### config.mk
export PLATFORM = sky130hd
export DESIGN_NAME = fifo_wr_adapter
export DESIGN_NICKNAME = d
export VERILOG_FILES = /design/src/rtl/fifo_wr_adapter_pkg.sv /design/src/rtl/fifo_wr_adapter_skid_buf2.sv /design/src/rtl/fifo_wr_adapter.sv
export SDC_FILE = /design/constraint.sdc
export NUM_CORES = 1
export LEC_CHECK = 0
export CORE_ASPECT_RATIO = 1.75
export CORE_MARGIN = 2
export CORE_UTILIZATION = 40
export CTS_CLUSTER_SIZE = 8
export DETAILED_ROUTE_END_ITERATION = 12
export PLACE_DENSITY = 0.71
export SYNTH_ARGS = -nofsm -noshare
export SYNTH_HDL_FRONTEND = slang
export SYNTH_HIERARCHICAL = 1
export SYNTH_SLANG_ARGS = --single-unit
### constraint.sdc
create_clock -name wclk -period 5.05 [get_ports wclk]
set_clock_uncertainty 0.15 [all_clocks]
set_input_delay 1.515 -clock wclk [delete_from_list [all_inputs] [get_ports wclk]]
set_output_delay 1.515 -clock wclk [all_outputs]
set_load 0.01 [all_outputs]
### src/rtl/fifo_wr_adapter_pkg.sv
// Shared FIFO definitions: default widths and the write-adapter skid-buffer state.
package fifo_wr_adapter_pkg;

    localparam int FIFO_DSIZE = 8;
    localparam int FIFO_CNTW  = 16;

    typedef enum logic [1:0] {
        EMPTY = 2'd0,
        ONE   = 2'd1,
        TWO   = 2'd2
    } skid_state_e;

endpackage

### src/rtl/fifo_wr_adapter_skid_buf2.sv
// Two-entry in-order skid buffer; head is always the oldest buffered word.
module skid_buf2
    import fifo_wr_adapter_pkg::*;
#(
    parameter int DSIZE = FIFO_DSIZE
) (
    input  logic             wclk,
    input  logic             wrst_n,
    input  logic             flush,
    input  logic             push,
    input  logic [DSIZE-1:0] push_data,
    input  logic             pop,
    output skid_state_e      state,
    output logic [DSIZE-1:0] head
);

    skid_state_e      state_d, state_q;
    logic [DSIZE-1:0] head_d, head_q;
    logic [DSIZE-1:0] tail_d, tail_q;

    always_comb begin
        // NOTE: every variable gets a default first so no path leaves it unassigned (no latch).
        state_d = state_q;
        head_d  = head_q;
        tail_d  = tail_q;
        if (flush) begin
            state_d = EMPTY;
        end else begin
            case (state_q)
                EMPTY: begin
                    if (push) begin
                        head_d  = push_data;
                        state_d = ONE;
                    end
                end
                ONE: begin
                    if (push && pop) begin
                        head_d = push_data;
                    end else if (push) begin
                        tail_d  = push_data;
                        state_d = TWO;
                    end else if (pop) begin
                        state_d = EMPTY;
                    end
                end
                TWO: begin
                    if (pop) begin
                        head_d  = tail_q;
                        state_d = ONE;
                    end
                end
                default: state_d = EMPTY;
            endcase
        end
    end

    // NOTE: the data registers are reset too, because wdata must read 0 while reset is held.
    always_ff @(posedge wclk or negedge wrst_n) begin
        if (!wrst_n) begin
            // NOTE: non-blocking assignments so every flop samples pre-edge values.
            state_q <= EMPTY;
            head_q  <= '0;
            tail_q  <= '0;
        end else begin
            state_q <= state_d;
            head_q  <= head_d;
            tail_q  <= tail_d;
        end
    end

    assign state = state_q;
    assign head  = head_q;

endmodule

### src/rtl/fifo_wr_adapter.sv
// FIFO write-port adapter: skid buffer in front of the FIFO write port, plus write/stall statistics.
module fifo_wr_adapter
    import fifo_wr_adapter_pkg::*;
#(
    parameter int DSIZE = FIFO_DSIZE,
    parameter int CNTW  = FIFO_CNTW
) (
    input  logic             wclk,
    input  logic             wrst_n,
    input  logic             in_valid,
    input  logic [DSIZE-1:0] in_data,
    output logic             in_ready,
    input  logic             wfull,
    output logic             winc,
    output logic [DSIZE-1:0] wdata,
    input  logic             clr,
    output logic [CNTW-1:0]  wr_count,
    output logic [CNTW-1:0]  stall_count
);

    localparam logic [CNTW-1:0] CNT_MAX = '1;

    skid_state_e     state;
    logic            pending;
    logic            accept;
    logic            live_d, live_q;
    logic [CNTW-1:0] wr_count_d, wr_count_q;
    logic [CNTW-1:0] stall_count_d, stall_count_q;

    // live_q keeps in_ready low until the first edge after reset release.
    assign live_d   = 1'b1;
    assign pending  = (state != EMPTY);
    assign in_ready = live_q && (state != TWO) && !clr;
    assign accept   = in_valid && in_ready;
    assign winc     = pending && !wfull && !clr;

    skid_buf2 #(
        .DSIZE(DSIZE)
    ) u_skid (
        .wclk      (wclk),
        .wrst_n    (wrst_n),
        .flush     (clr),
        .push      (accept),
        .push_data (in_data),
        .pop       (winc),
        .state     (state),
        .head      (wdata)
    );

    always_comb begin
        wr_count_d    = wr_count_q;
        stall_count_d = stall_count_q;
        if (clr) begin
            wr_count_d    = '0;
            stall_count_d = '0;
        end else begin
            if (winc) begin
                wr_count_d = wr_count_q + CNTW'(1);
            end
            if (pending && wfull && (stall_count_q != CNT_MAX)) begin
                stall_count_d = stall_count_q + CNTW'(1);
            end
        end
    end

    always_ff @(posedge wclk or negedge wrst_n) begin
        if (!wrst_n) begin
            live_q        <= 1'b0;
            wr_count_q    <= '0;
            stall_count_q <= '0;
        end else begin
            live_q        <= live_d;
            wr_count_q    <= wr_count_d;
            stall_count_q <= stall_count_d;
        end
    end

    assign wr_count    = wr_count_q;
    assign stall_count = stall_count_q;

endmodule

* Word level (Yosys, flattened, before mapping)
Cells that the tools add are included.
** Word-level totals
- Register bits after elaboration :: 51
- Input port bits :: 13
- Output and inout port bits :: 42
- Logic and storage cells :: 54
** Operators by class
- Add/sub/neg operators :: 2
- Eq/ne operators :: 11
- Muxes and demuxes :: 15
- Bitwise logic cells :: 2
- Reduce and logical (&&, ||, !) cells :: 18
** Operators by type and width (number)
- $mux 16 :: 4
- $add 16x1->16 const B :: 2
- $mux 8 :: 3
- $pmux 8 s3 :: 1
- $ne 16x16->1 const B :: 1
- $mux 2 :: 6
- $logic_and 1x1->1 :: 8
- $reduce_and 4->1 :: 2
- $ne 2x1->1 const B :: 3
- $ne 3x2->1 const B :: 2
- $pmux 2 s3 :: 1
- $reduce_bool 2->1 :: 3
- $reduce_and 5->1 :: 1
- $ne 4x2->1 const B :: 1
- $ne 3x3->1 const B :: 1
- $reduce_bool 3->1 :: 1
- $eq 2x1->1 const B :: 1
- $eq 2x2->1 const B :: 1
- $logic_not 1->1 :: 2
- $logic_not 2->1 :: 1
- $ne 2x2->1 const B :: 1
- $not 1->1 :: 2

* Depth between registers and ports, before layout
- Depth after elaboration :: 8
- Mapped depth :: 7
- Gate-level depth less buffers :: 6

* By module
The synthesis kept the hierarchy.
** Modules (own cells, without submodules)
- fifo_wr_adapter :: instances 1, cells an instance 189, area each 1745.4 um2, seq. area each 825.8 um2
- skid_buf2 :: instances 1, cells an instance 57, area each 849.6 um2, seq. area each 450.4 um2

* Worst setup path before layout
OpenSTA, ideal clock, no wires.
- Path type :: input -> output
- Start :: input clr
- End :: output winc
- Arrival :: 2.489 ns
- Data required time :: 3.385 ns
- Path slack :: 0.896 ns
- Stages :: 4
- Path buffers :: 3
- Cells stage by stage :: clkbuf_1 clkbuf_1 buf_1 nor2_1
** On the way
- Cells in the longest elaborated chain, start to end :: 2
** RTL lines
- from (decl) :: RTL line fifo_wr_adapter.sv:16 : input logic clr,
- $logic_not 1->1 :: RTL line fifo_wr_adapter.sv:35 : assign winc = pending && !wfull && !clr;
- $logic_and 1x1->1 :: RTL line fifo_wr_adapter.sv:35
- to (decl) :: RTL line fifo_wr_adapter.sv:14 : output logic winc,
No other way between the ends.

* Worst setup path in the final report
- Start :: input clr
- End :: output in_ready
** On the way
- Cells in the longest elaborated chain, start to end :: 2
** RTL lines
- $logic_not 1->1 :: RTL line fifo_wr_adapter.sv:33 : assign in_ready = live_q && (state != TWO) && !clr;
- $logic_and 1x1->1 :: RTL line fifo_wr_adapter.sv:33
- to (decl) :: RTL line fifo_wr_adapter.sv:12 : output logic in_ready,
No other way between the ends.

==> flow_summary.toml <==
[synthesis]
synth_area_per_cell_um2 = 10.55
synthCells = 246
asyncSetResetFlopFracSynth_pct = 100.0
synth_edf_count = 0
synth-main-ff-cell = "dfrtp_1"
syn_area_um2 = 2595
synth_warnings = 6
ys_seq_area_share_pct = 49.18
syn-num-nets = 261
synth_top_area_share_pct = 49.18
yosysUniqueCellTypes = 46
yosysTopAreaCell = "dfrtp_1"
ys_ff_latch = 51
synthTopCellsByArea = "dfrtp_1, mux2_2, a21oi_1"

[routing]
vias = 2112
vias_per_cell = 5.514
drt_iter0_markers = 112
antenna_left = 0
wl_per_cell_um = 14.37
drc = 0
drt_wl_total_mm = 5.504
drt-pass1-iter-count = 4

[sta]
relSlewSlack_pct = 65.78
setup_viol = 0
finalHoldViolations = 0
setup_tns_ns = 0
finalCriticalPeriod_ns = 4.511
max_freq_mhz = 221.7
tightest_slew_ns = 0.5133
period_share_pct = 89.32
whs_ns = 0.3614
rsz0062_at_grt = "false"
final_max_slew_viol_count = 0

[power]
leakagePower_nw = 1.325
clkPwrFrac_pct = 34.1
p_comb_share_pct = 12.9
power_density_nw_per_um2 = 253.7
pwr-share-seq_pct = 53.0
power.internal_mw = 0.6493
vdd_ir_drop_max_uv = 235.0
swShare_pct = 23.29
switchingPower_mw = 0.1972

[global_routing]
grt_pass1_vias = 2031
grt_max_degree = 39
antenna_found_initial = 0
grt-ovfl-total = 0
grt_pass1_wl_mm = 9.494
track_usage_pct = 16.36

[cts]
clkTransAtPathRegs_ns = 0.10
cts_tree = "done"
clock_sinks = 51
h-tree-depth = 2
insertion_delay_ns = 0.30
post_cts_buffers = 0
clock-root-buffer = "clkbuf_8"
clk_path_buf_depth = 2
cts_made_buffers = 5
hold_buffers = 0
cts-resized-gates = 0

[setup_path]
worst_ep_arrival_time_ns = 2.85
r2r-start = "u_skid/state[0]$_DFFE_PN0P_"
rrSetupSlack_ns = 2.68
reg2reg_depth = 5
crit_path_start_kind = "input port"
crit_type = "in2out"
path_max_fanout = 5
cp.required_ns = 3.39
rr_endpoint = "stall_count[9]$_DFFE_PN0P_"
cp-end-kind = "primary output"
cp-startpoint = "clr"

[floorplan]
die_w_um = 64.89
core_um2 = 6228
die_height_um = 110.6
dieArea_um2 = 7173
start_util_pct = 41.66
ios = 55
rows = 38

[final_layout]
final_layout_size_suffix_gt1_share_pct = 16.50
most-common-layout-cells = "clkdlybuf4s50_1, dfrtp_1, mux2_2"
layout_commonest_cell = "clkdlybuf4s50_1"
area_delta_synth_final_pct = 28.59
n_antenna_cell = 0
fin_nets = 317

[outcome]
status = "finished, final reports clean"

[min_path]
hold_class = "reg2reg"
whs_endpoint = "u_skid/tail_q[3]$_DFFE_PN0P_"
worstHoldPathCells = 1
min_from = "u_skid/tail_q[3]$_DFFE_PN0P_"

[place]
hpwlAfterDp_mm = 3.907
gp_congestion = 0.7630
port_buffers = 54

[flow_run]
drv_cap = 0
logic make-up after synthesis:
logic type      after synthesis  synth area share, %
simple gates                 93                20.30
flops                        51                49.18
compound gates               47                11.33
mux                          29                12.78
buf+inv                      15                2.603
xor+xnor                      8                2.700
fa+ha+maj                     2               0.9642
other cells                   1               0.1445
routing by layer:
layer  global-route usage [%]  routed length, um  vias up
met5                        0                  0        -
met4                    5.390                 75        0
met3                    2.749                197        7
met2                    27.49               2873       58
met1                    21.01               2358     1029
li1                         -                  -     1018
per-stage QoR:
step	util (%)	instance area, um2	std cells	setup slack, ns	power (mW)
floorplan	-	2595	246	0.8960	0.5035
global placement	51.79	3226	375	0.5653	0.5652
detailed placement	51.79	3226	375	0.5467	0.5675
CTS	53.58	3337	383	0.5281	0.8575
global route	53.58	3337	383	0.4357	0.8842
finish	53.58	3337	383	0.5394	0.8464
sequential cells by signal, indices dropped and copies added, names as in the netlist:
register and flops:
u_skid/state 2, u_skid/tail_q 8, stall_count 16, wr_count 16, live_q 1, u_skid/head 8
worst max path at each step:
stage	to	slack (ns)	depth (start not counted)
after CTS	in_ready	0.53	4
final	in_ready	0.54	4
after global placement	in_ready	0.57	4
after floorplan	winc	0.90	4
after detailed placement	in_ready	0.55	4
after global routing	winc	0.44	4
power groups by stage:
stage	sequential, mW	clock, mW	combinational [mW]
after global placement	0.456	0	0.109
after global routing	0.453	0.313	0.119
after floorplan	0.462	0	0.0414
final	0.449	0.288	0.109
after CTS	0.450	0.297	0.111
after detailed placement	0.457	0	0.111
cells in the mapped netlist, types with 2 or more instances:
cell type,number
dfrtp_1,51
mux2_2,24
a21oi_1,20
nor2_1,16
nand2_1,14
o21ai_0,11
nand3_1,10
or3_1,10
nand4_1,9
o31ai_1,7
or4_1,7
xor2_1,7
and3_1,5
inv_1,5
clkbuf_1,4
buf_2,3
nor4_1,3
and4_1,2
buf_1,2
ha_1,2
mux2_4,2
mux2i_1,2
nand2b_1,2
nor2b_1,2
nor3_1,2
nor3b_1,2
o21a_1,2
o21ba_2,2
area by class of cell:
cell class,instances,area [um2]
Sequential cell,51,1276
Clock inverter,2,38.79
Inverter,5,18.77
Clock buffer,6,72.57
Multi-Input combinational cell,180,1257
Tap cell,80,100.1
Fill cell,553,2892
Timing Repair Buffer,59,573.1
worst max-delay path: stages:
cell	delay [ns]
clkdlybuf4s50_1	0.44
inv_1	0.16
and3_1	0.19
clkdlybuf4s50_1	0.53
Note: power is estimated with default switching activity, not from simulation.
